[config.mk]
export PLATFORM = sky130hd
export DESIGN_NAME = mem_host_dma_flat
export DESIGN_NICKNAME = d
export VERILOG_FILES = /design/src/rtl/mem_host_dma_pkg.sv /design/src/rtl/mem_host_dma_if.sv /design/src/rtl/mem_host_dma_line_serdes.sv /design/src/rtl/mem_host_dma.sv /design/src/flat_wrapper.sv
export SDC_FILE = /design/constraint.sdc
export NUM_CORES = 2
export LEC_CHECK = 0
export BUFFER_PORTS_ARGS = -buffer_cell sky130_fd_sc_hd__clkbuf_2
export CORE_AREA = 2 2 475 477
export CTS_CLUSTER_SIZE = 8
export DETAILED_ROUTE_END_ITERATION = 6
export DIE_AREA = 0 0 477 479
export PLACE_DENSITY_LB_ADDON = 0.15
export SYNTH_ARGS = -nofsm -noshare
export SYNTH_HDL_FRONTEND = slang
export SYNTH_SLANG_ARGS = --single-unit
[constraint.sdc]
create_clock -name clk -period 54.2 [get_ports clk]
set_clock_uncertainty 0.05 [all_clocks]
set_input_delay 10.84 -clock clk [delete_from_list [all_inputs] [get_ports clk]]
set_output_delay 10.84 -clock clk [all_outputs]
set_load 0.02 [all_outputs]
[src/rtl/mem_host_dma_pkg.sv]
// Shared types and default widths for the host-side line DMA that sits below mem_system.
package mem_host_pkg;

    localparam int LINE_W_DEF = 512;
    localparam int BEAT_W_DEF = 64;
    localparam int ADDR_W_DEF = 32;

    typedef enum logic [1:0] {
        OP_IDLE = 2'b00,
        OP_RD   = 2'b01,
        OP_WR   = 2'b10,
        OP_RSVD = 2'b11
    } host_op_t;

    typedef enum logic [2:0] {
        IDLE,
        RD_CMD,
        RD_DATA,
        WR_CMD,
        WR_DATA,
        DONE
    } dma_state_t;

endpackage

[src/rtl/mem_host_dma_if.sv]
// Narrow host memory bus: one command channel, a write-beat channel and a read-beat channel.
interface mem_host_dma_if
    import mem_host_pkg::*;
#(
    parameter int ADDR_W = ADDR_W_DEF,
    parameter int BEAT_W = BEAT_W_DEF
);

    logic              host_cmd_valid;
    logic              host_cmd_ready;
    logic              host_cmd_we;
    logic [ADDR_W-1:0] host_cmd_addr;
    logic [BEAT_W-1:0] host_wdata;
    logic              host_wdata_valid;
    logic              host_wdata_ready;
    logic [BEAT_W-1:0] host_rdata;
    logic              host_rdata_valid;

    modport master (
        output host_cmd_valid, host_cmd_we, host_cmd_addr,
        output host_wdata, host_wdata_valid,
        input  host_cmd_ready, host_wdata_ready,
        input  host_rdata, host_rdata_valid
    );

    modport slave (
        input  host_cmd_valid, host_cmd_we, host_cmd_addr,
        input  host_wdata, host_wdata_valid,
        output host_cmd_ready, host_wdata_ready,
        output host_rdata, host_rdata_valid
    );

endinterface

[src/rtl/mem_host_dma_line_serdes.sv]
// Line buffer with beat counter: scatters read beats into the line and selects write beats out of it.
module line_serdes
    import mem_host_pkg::*;
#(
    parameter int LINE_W = LINE_W_DEF,
    parameter int BEAT_W = BEAT_W_DEF
) (
    input  logic              clk,
    input  logic              rst,
    input  logic              load_line,
    input  logic [LINE_W-1:0] line_in,
    input  logic              clr_cnt,
    input  logic              rd_beat_en,
    input  logic              wr_beat_en,
    input  logic [BEAT_W-1:0] beat_in,
    output logic [BEAT_W-1:0] beat_out,
    output logic [LINE_W-1:0] line_out,
    output logic              last_beat
);

    localparam int BEATS = LINE_W / BEAT_W;
    localparam int CNT_W = (BEATS > 1) ? $clog2(BEATS) : 1;

    logic [LINE_W-1:0] line_q;
    logic [CNT_W-1:0]  cnt_q;

    // Beat 0 lands in the least-significant slice of the line.
    always_ff @(posedge clk or posedge rst) begin
        if (rst) begin
            line_q <= '0;
        end else if (load_line) begin
            line_q <= line_in;
        end else if (rd_beat_en) begin
            line_q[cnt_q*BEAT_W +: BEAT_W] <= beat_in;
        end
    end

    always_ff @(posedge clk or posedge rst) begin
        if (rst) begin
            cnt_q <= '0;
        end else if (clr_cnt) begin
            cnt_q <= '0;
        end else if (rd_beat_en || wr_beat_en) begin
            cnt_q <= cnt_q + 1'b1;
        end
    end

    assign beat_out  = line_q[cnt_q*BEAT_W +: BEAT_W];
    assign line_out  = line_q;
    assign last_beat = (cnt_q == CNT_W'(BEATS - 1));

endmodule

[src/rtl/mem_host_dma.sv]
// Host-side DMA for the cache: turns line fills/writebacks into a command plus a beat burst.
module mem_host_dma
    import mem_host_pkg::*;
#(
    parameter int LINE_W = LINE_W_DEF,
    parameter int BEAT_W = BEAT_W_DEF,
    parameter int ADDR_W = ADDR_W_DEF
) (
    input  logic                clk,
    input  logic                rst,
    input  logic [1:0]          op_host,
    input  logic [ADDR_W-1:0]   AddrOut_host,
    input  logic [LINE_W-1:0]   DataOut_host,
    output logic [LINE_W-1:0]   DataIn_host,
    output logic                tx_done_host,
    output logic                rd_valid_host,
    mem_host_dma_if.master      host,
    output logic                busy,
    output logic                proto_err
);

    localparam int OFS_W = $clog2(LINE_W / 8);

    dma_state_t        state_q, state_d;
    host_op_t          op;
    logic [ADDR_W-1:0] addr_q;
    logic              rd_op_q;
    logic [LINE_W-1:0] data_in_q;
    logic [LINE_W-1:0] line_out;
    logic [BEAT_W-1:0] beat_out;
    logic              last_beat;
    logic              load_line, clr_cnt, rd_beat_en, wr_beat_en;
    logic              start;
    logic              addr_unused;

    assign op          = host_op_t'(op_host);
    assign start       = (state_q == IDLE) && (op == OP_RD || op == OP_WR);
    assign addr_unused = ^AddrOut_host[OFS_W-1:0];

    always_ff @(posedge clk or posedge rst) begin
        if (rst) state_q <= IDLE;
        else     state_q <= state_d;
    end

    always_comb begin
        state_d = state_q;
        case (state_q)
            IDLE: begin
                if (op == OP_RD)      state_d = RD_CMD;
                else if (op == OP_WR) state_d = WR_CMD;
            end
            RD_CMD:  if (host.host_cmd_ready) state_d = RD_DATA;
            WR_CMD:  if (host.host_cmd_ready) state_d = WR_DATA;
            RD_DATA: if (host.host_rdata_valid && last_beat) state_d = DONE;
            WR_DATA: if (host.host_wdata_ready && last_beat) state_d = DONE;
            DONE:    state_d = IDLE;
            default: state_d = IDLE;
        endcase
    end

    // Bus outputs are forced to zero outside the states that own them so idle/reset looks clean.
    always_comb begin
        host.host_cmd_valid   = 1'b0;
        host.host_cmd_we      = 1'b0;
        host.host_cmd_addr    = '0;
        host.host_wdata       = '0;
        host.host_wdata_valid = 1'b0;
        tx_done_host          = 1'b0;
        rd_valid_host         = 1'b0;
        load_line             = 1'b0;
        clr_cnt               = 1'b0;
        rd_beat_en            = 1'b0;
        wr_beat_en            = 1'b0;
        busy                  = (state_q != IDLE);
        case (state_q)
            IDLE: load_line = (op == OP_WR);
            RD_CMD, WR_CMD: begin
                host.host_cmd_valid = 1'b1;
                host.host_cmd_we    = (state_q == WR_CMD);
                host.host_cmd_addr  = addr_q;
                clr_cnt             = host.host_cmd_ready;
            end
            RD_DATA: rd_beat_en = host.host_rdata_valid;
            WR_DATA: begin
                host.host_wdata       = beat_out;
                host.host_wdata_valid = 1'b1;
                wr_beat_en            = host.host_wdata_ready;
            end
            DONE: begin
                tx_done_host  = 1'b1;
                rd_valid_host = rd_op_q;
            end
            default: ;
        endcase
    end

    always_ff @(posedge clk or posedge rst) begin
        if (rst) begin
            addr_q  <= '0;
            rd_op_q <= 1'b0;
        end else if (start) begin
            addr_q  <= {AddrOut_host[ADDR_W-1:OFS_W], {OFS_W{1'b0}}};
            rd_op_q <= (op == OP_RD);
        end
    end

    // The cache sees the live line during DONE and a held copy afterwards; writes never touch it.
    always_ff @(posedge clk or posedge rst) begin
        if (rst)                data_in_q <= '0;
        else if (rd_valid_host) data_in_q <= line_out;
    end

    assign DataIn_host = rd_valid_host ? line_out : data_in_q;

    // A read beat is only legal while a read burst is collecting data.
    always_ff @(posedge clk or posedge rst) begin
        if (rst)                                               proto_err <= 1'b0;
        else if (host.host_rdata_valid && state_q != RD_DATA) proto_err <= 1'b1;
    end

    line_serdes #(
        .LINE_W (LINE_W),
        .BEAT_W (BEAT_W)
    ) u_serdes (
        .clk        (clk),
        .rst        (rst),
        .load_line  (load_line),
        .line_in    (DataOut_host),
        .clr_cnt    (clr_cnt),
        .rd_beat_en (rd_beat_en),
        .wr_beat_en (wr_beat_en),
        .beat_in    (host.host_rdata),
        .beat_out   (beat_out),
        .line_out   (line_out),
        .last_beat  (last_beat)
    );

endmodule

[src/flat_wrapper.sv]
// flat-port wrapper written by rule: the top's interface ports become plain ports
module mem_host_dma_flat import mem_host_pkg::*;
#(
    parameter int LINE_W = LINE_W_DEF,
    parameter int BEAT_W = BEAT_W_DEF,
    parameter int ADDR_W = ADDR_W_DEF
)
  (clk, rst, op_host, AddrOut_host, DataOut_host, DataIn_host, tx_done_host, rd_valid_host, busy, proto_err, host_host_cmd_valid, host_host_cmd_we, host_host_cmd_addr, host_host_wdata, host_host_wdata_valid, host_host_cmd_ready, host_host_wdata_ready, host_host_rdata, host_host_rdata_valid);
  mem_host_dma_if #(.ADDR_W(ADDR_W), .BEAT_W(BEAT_W)) host_i ();
  input  logic clk;
  input  logic rst;
  input  logic [1:0] op_host;
  input  logic [ADDR_W-1:0] AddrOut_host;
  input  logic [LINE_W-1:0] DataOut_host;
  output logic [LINE_W-1:0] DataIn_host;
  output logic tx_done_host;
  output logic rd_valid_host;
  output logic busy;
  output logic proto_err;
  output wire logic [$bits(host_i.host_cmd_valid)-1:0] host_host_cmd_valid;
  output wire logic [$bits(host_i.host_cmd_we)-1:0] host_host_cmd_we;
  output wire logic [$bits(host_i.host_cmd_addr)-1:0] host_host_cmd_addr;
  output wire logic [$bits(host_i.host_wdata)-1:0] host_host_wdata;
  output wire logic [$bits(host_i.host_wdata_valid)-1:0] host_host_wdata_valid;
  input wire logic [$bits(host_i.host_cmd_ready)-1:0] host_host_cmd_ready;
  input wire logic [$bits(host_i.host_wdata_ready)-1:0] host_host_wdata_ready;
  input wire logic [$bits(host_i.host_rdata)-1:0] host_host_rdata;
  input wire logic [$bits(host_i.host_rdata_valid)-1:0] host_host_rdata_valid;
  assign host_host_cmd_valid = host_i.host_cmd_valid;
  assign host_host_cmd_we = host_i.host_cmd_we;
  assign host_host_cmd_addr = host_i.host_cmd_addr;
  assign host_host_wdata = host_i.host_wdata;
  assign host_host_wdata_valid = host_i.host_wdata_valid;
  assign host_i.host_cmd_ready = host_host_cmd_ready;
  assign host_i.host_wdata_ready = host_host_wdata_ready;
  assign host_i.host_rdata = host_host_rdata;
  assign host_i.host_rdata_valid = host_host_rdata_valid;
  mem_host_dma #(.LINE_W(LINE_W), .BEAT_W(BEAT_W), .ADDR_W(ADDR_W)) u_core (.clk(clk), .rst(rst), .op_host(op_host), .AddrOut_host(AddrOut_host), .DataOut_host(DataOut_host), .DataIn_host(DataIn_host), .tx_done_host(tx_done_host), .rd_valid_host(rd_valid_host), .host(host_i), .busy(busy), .proto_err(proto_err));
endmodule
Yosys cells after proc, flatten, opt, wreduce, memory -nomap -nowiden:

Index checks and enable logic that the tools add are counted.

* logic and storage cells: 62
* register bits: 1058
* input port bits: 615

* eq/ne operators: 14
* shift operators: 3
* reductions and logical operators: 12
* multiplexer cells: 24
* add/sub/neg operators: 2

Operators with widths (count)
* $mux W512: 3
* $bwmux W512: 1
* $shift A64 B34 Y512 const A: 1
* $shiftx A512 B10 Y64: 1
* $shiftx A64 B34 Y512: 1
* $mux W64: 1
* $neg A9 Y34: 1
* $mux W32: 1
* $mux W3: 8
* $pmux W3 S5: 1
* $eq A3 B3 Y1 const B: 3
* $mux W1: 9
* $eq A3 B2 Y1 const B: 2
* $reduce_and A5 Y1: 1
* $logic_and A1 B1 Y1: 4
* $ne A2 B1 Y1 const B: 2
* $ne A2 B2 Y1 const B: 2
* $reduce_bool A2 Y1: 2
* $add A3 B1 Y3 const B: 1
* $eq A3 B1 Y1 const B: 1
* $logic_not A3 Y1: 1
* $ne A3 B2 Y1 const B: 1
* $ne A3 B3 Y1 const B: 1
* $reduce_bool A3 Y1: 1
* 4 further kinds: 5

Logic depth before layout (Yosys ltp):

* depth after elaboration: 5
* mapped depth: 13
* depth with buffers taken out: 7

Cells and area by module:

From an unflattened synthesis, not the netlist that was laid out.

* cell total of the unflattened synthesis: 3810
* area total of the unflattened synthesis: 51739.6 um^2

Modules (own cells, without submodules)
* line_serdes: cells each 2523, instances 1, sequential area each 12887.4 um^2, area each 28315.9 um^2
* mem_host_dma: cells each 1287, instances 1, sequential area each 13588.0 um^2, area each 23423.7 um^2

Worst setup path before layout:

No wires, ideal clock.

* path kind: reg2out
* start: register u_core.state_q[1]
* end: output port host_host_wdata[14]
* data arrival time: 1880 ps
* stages on the path, launching flop included: 6
* setup slack: 41430 ps
* path buffers: 3
* required time: 43310 ps
* cell sequence: dfrtp_1 -> clkbuf_1 -> or3b_2 -> clkbuf_1 -> clkbuf_1 -> a21oi_1

* word-level cells in the longest chain between the ends: 2

RTL lines
* start: declaration: RTL line mem_host_dma.sv:24 `dma_state_t state_q, state_d;`
* start signal: assignment: RTL line mem_host_dma.sv:42 `else state_q <= state_d;`
* $eq A3 B3 Y1: RTL line mem_host_dma.sv:75 `case (state_q)`
* $mux W64: RTL line mem_host_dma.sv:75
* end: declaration: RTL line flat_wrapper.sv:23 `output wire logic [$bits(host_i.host_wdata)-1:0] host_host_wdata;`

No other way between the ends.

Worst setup path after layout:

* start: register u_core.state_q[2]
* end: output port DataIn_host[414]

* word-level cells in the longest chain between the ends: 3

RTL lines
* $eq A3 B3 Y1: RTL line mem_host_dma.sv:75
* $mux W1: RTL line mem_host_dma.sv:75
* $mux W512: RTL line mem_host_dma.sv:113 `assign DataIn_host = rd_valid_host ? line_out : data_in_q;`
* end: declaration: RTL line flat_wrapper.sv:15 `output logic [LINE_W-1:0] DataIn_host;`

No other way between the ends.

==> summary.txt <==
status = completed
Syn Std Cell Area = 0.0474 mm2
drt via density = 4.73
final cell count without fillers = 7943
required time worst endpoint = 43310 ps
final net count = 5512
worst min-delay path category = register to register
largest net degree at the start of global routing = 161
post-synthesis sequential area ratio = 55.9%
WP data arrival = 5720 ps
Die ar. = 0.228 mm2
GPL Wtd Cong = 0.835
total CTS buffers = 153
TNS Setup = 0 ps
initial DRC count = 2770
EDFF count, synth = 0
Fmax achieved = 60.2 MHz
Detailed Place HPWL = 176000 um
vias in the first global route = 38600
DRT Pass-1 Iters = 5
worst vdd ir = 27.1 uV
setup slack, reg-to-reg = 49090 ps
final wirelength = 246000 um
P per Cell Area = 59.7 mW/mm2
Reg2Reg Depth = 9
Power Internal = 0.00217 W
Die Span Y = 479 um
FP Rows = 174
flops & latches, synth = 1058
vias = 37600
postcts setup bufs = 0
P_leak = 28.6 nW
synth unique cells = 59
Net Sw Frac = 39.9%
Antenna Nets Post-Route = 0
Flop pwr share = 37.6%
initial antenna violation count = 78
post-CTS sizing = 0
CORE AREA = 0.224 mm2
Area Growth Syn to Fin = 27.3%
GRT Total Usage = 20.9%
Top FF cell, synth = dfrtp_1
number of remaining DRC errors = 0
H-tree Lvls = 4
Buffers on Ports = 1217
Hold EP = u_core.proto_err
Slew headroom = 21.8%
final instance area = 0.0603 mm2
total net switching power = 0.00144 W
synthesized instance count = 3808
I/O Pins = 1230
Crit Path Max Fanout = 133
Critical Path Sink Type = output pin
Placed Cells = 7725
# setup viols final = 0
Initial Utilization = 21.2%
kind of critical path = register to output pin
Hold Buf Count CTS = 0
clock latency on the worst-skew pair = 780 ps
yosys warns = 0
CTS tree = yes
clock tree root buffer cell = clkbuf_16
Final period util = 30.6%
most common cell after layout, fill and taps aside = clkbuf_2
FFs w/ async S/R, synth = 100%
hold depth = 1
part of the power in the clock network = 25.1%
Die X = 477 um
Comb pwr share = 37.3%
Clock Sinks = 1058
Hold Fails Final Rpt = 0
max cap viols = 0
global-route wire length before repair = 337000 um
Worst Hold Launch = u_core.proto_err
commonest non-fill, non-tap cells in the layout = 1217 x clkbuf_2, 1055 x dfrtp_1, 539 x mux2_2
CP Launch Type = register
drt wl/cell = 31.0 um
Final Slew Violations = 0
R2R Path End = u_core.u_serdes.line_out[332]
CTS Buffer Depth = 3
mean post-synth cell area = 12.4 um2
Area after DPL = 0.0560 mm2
unrepaired setup endpoints after global routing = false
FF-to-FF Start = u_core.u_serdes.cnt_q[2]
worst-margin pin slew = 1170 ps
Worst Setup SP = u_core.state_q[2]
Final min period = 16610 ps
grt total ovfl = 0
layout cells sized above 1 = 44.0%
Clock Pin Slew Worst Setup and Hold Paths = 50 ps
## per-layer routing
metal	track usage (%)	vias up	routed length [um]
met2	33.4	1563	115000
met3	6.11	355	19300
met4	6.69	54	7320
met1	27.0	19700	105000
li1	-	15900	-
met5	0	-	345
## metrics by stage
| stage | power, W | hold WS [ps] | setup slack (ps) | util [%] |
|---|---|---|---|---|
| global placement | 0.00271 | 397 | 38430 | 25.1 |
| global route | 0.00380 | 453 | 37280 | 27.0 |
| finish | 0.00361 | 418 | 37590 | 27.0 |
| floorplan | 0.00215 | 400 | 13530 | - |
| detailed placement | 0.00273 | 404 | 38410 | 25.1 |
| CTS | 0.00366 | 418 | 37500 | 27.0 |
## power by group through the flow
stage	Combinational (W)	Sequential (W)	Clock [W]
after floorplan	0.000902	0.00124	0
after global placement	0.00136	0.00136	0
after detailed placement	0.00136	0.00137	0
after CTS	0.00137	0.00136	0.000933
after global routing	0.00144	0.00139	0.000960
final	0.00134	0.00136	0.000904
## worst max-delay path, cell delays in order, from the launching register on
cell and delay [ps]:
dfrtp_1 610, nor2b_1 220, and3_4 850, buf_4 800, buf_12 630, buf_4 800, mux2_2 430, clkbuf_2 220
## area by class of cell
type | count | area (um2)
flip-flops and latches | 1058 | 26500
inverters | 11 | 51.3
diodes | 32 | 80.1
well taps | 2992 | 3740
multi-input cells | 2375 | 19000
clock buffers | 171 | 4000
clock inverters | 15 | 254
fillers | 23700 | 163000
repair buffers | 1289 | 6710
## logic make-up after synthesis
family          count (synthesis)  share of synthesized area, %
fa+ha+maj                       9                         0.238
compound gates                714                          11.3
flops                        1058                          55.9
xor+xnor                        1                        0.0185
other cells                     1                       0.00791
mux                           669                          18.9
simple gates                  976                          9.38
buf+inv                       380                          4.29
## state kept, by name, summed over array words and instances, names as in the netlist
signal	count
u_core.data_in_q	512
u_core.rd_op_q	1
u_core.state_q	3
u_core.proto_err	1
u_core.addr_q	26
u_core.u_serdes.cnt_q	3
u_core.u_serdes.line_out	512
## cells in the mapped netlist, types with 2 or more instances
| master | n | share of area (%) |
|---|---|---|
| dfrtp_1 | 1058 | 56 |
| mux2_2 | 539 | 13 |
| nand2_1 | 461 | 3.7 |
| nor2_1 | 258 | 2.0 |
| a21oi_1 | 241 | 2.5 |
| and2_1 | 220 | 2.9 |
| a221o_1 | 193 | 4.1 |
| a22oi_1 | 190 | 3.0 |
| buf_2 | 170 | 1.8 |
| mux4_2 | 128 | 6.1 |
| clkbuf_1 | 101 | 0.80 |
| buf_4 | 67 | 1.1 |
| a221oi_1 | 65 | 1.2 |
| buf_6 | 19 | 0.45 |
| buf_1 | 12 | 0.095 |
| a31oi_1 | 11 | 0.15 |
| inv_1 | 11 | 0.087 |
| ha_1 | 9 | 0.24 |
| nor2b_1 | 4 | 0.053 |
| nor3_2 | 3 | 0.063 |
| a21oi_2 | 2 | 0.037 |
| a41oi_2 | 2 | 0.069 |
| and3_1 | 2 | 0.026 |
| and4_1 | 2 | 0.037 |
| mux2i_1 | 2 | 0.042 |
| nand2b_1 | 2 | 0.026 |
| nand3_1 | 2 | 0.021 |
| nor4_4 | 2 | 0.090 |
| or3_1 | 2 | 0.026 |
## worst max path at each step
stage,depth (start not counted),endpoint
2_1_floorplan,1,u_core.addr_q[10]
3_3_place_gp,7,DataIn_host[414]
3_5_place_dp,7,DataIn_host[414]
4_1_cts,7,DataIn_host[414]
5_1_grt,7,DataIn_host[414]
6_report,7,DataIn_host[414]
Note: power is estimated with default switching activity, not from simulation.
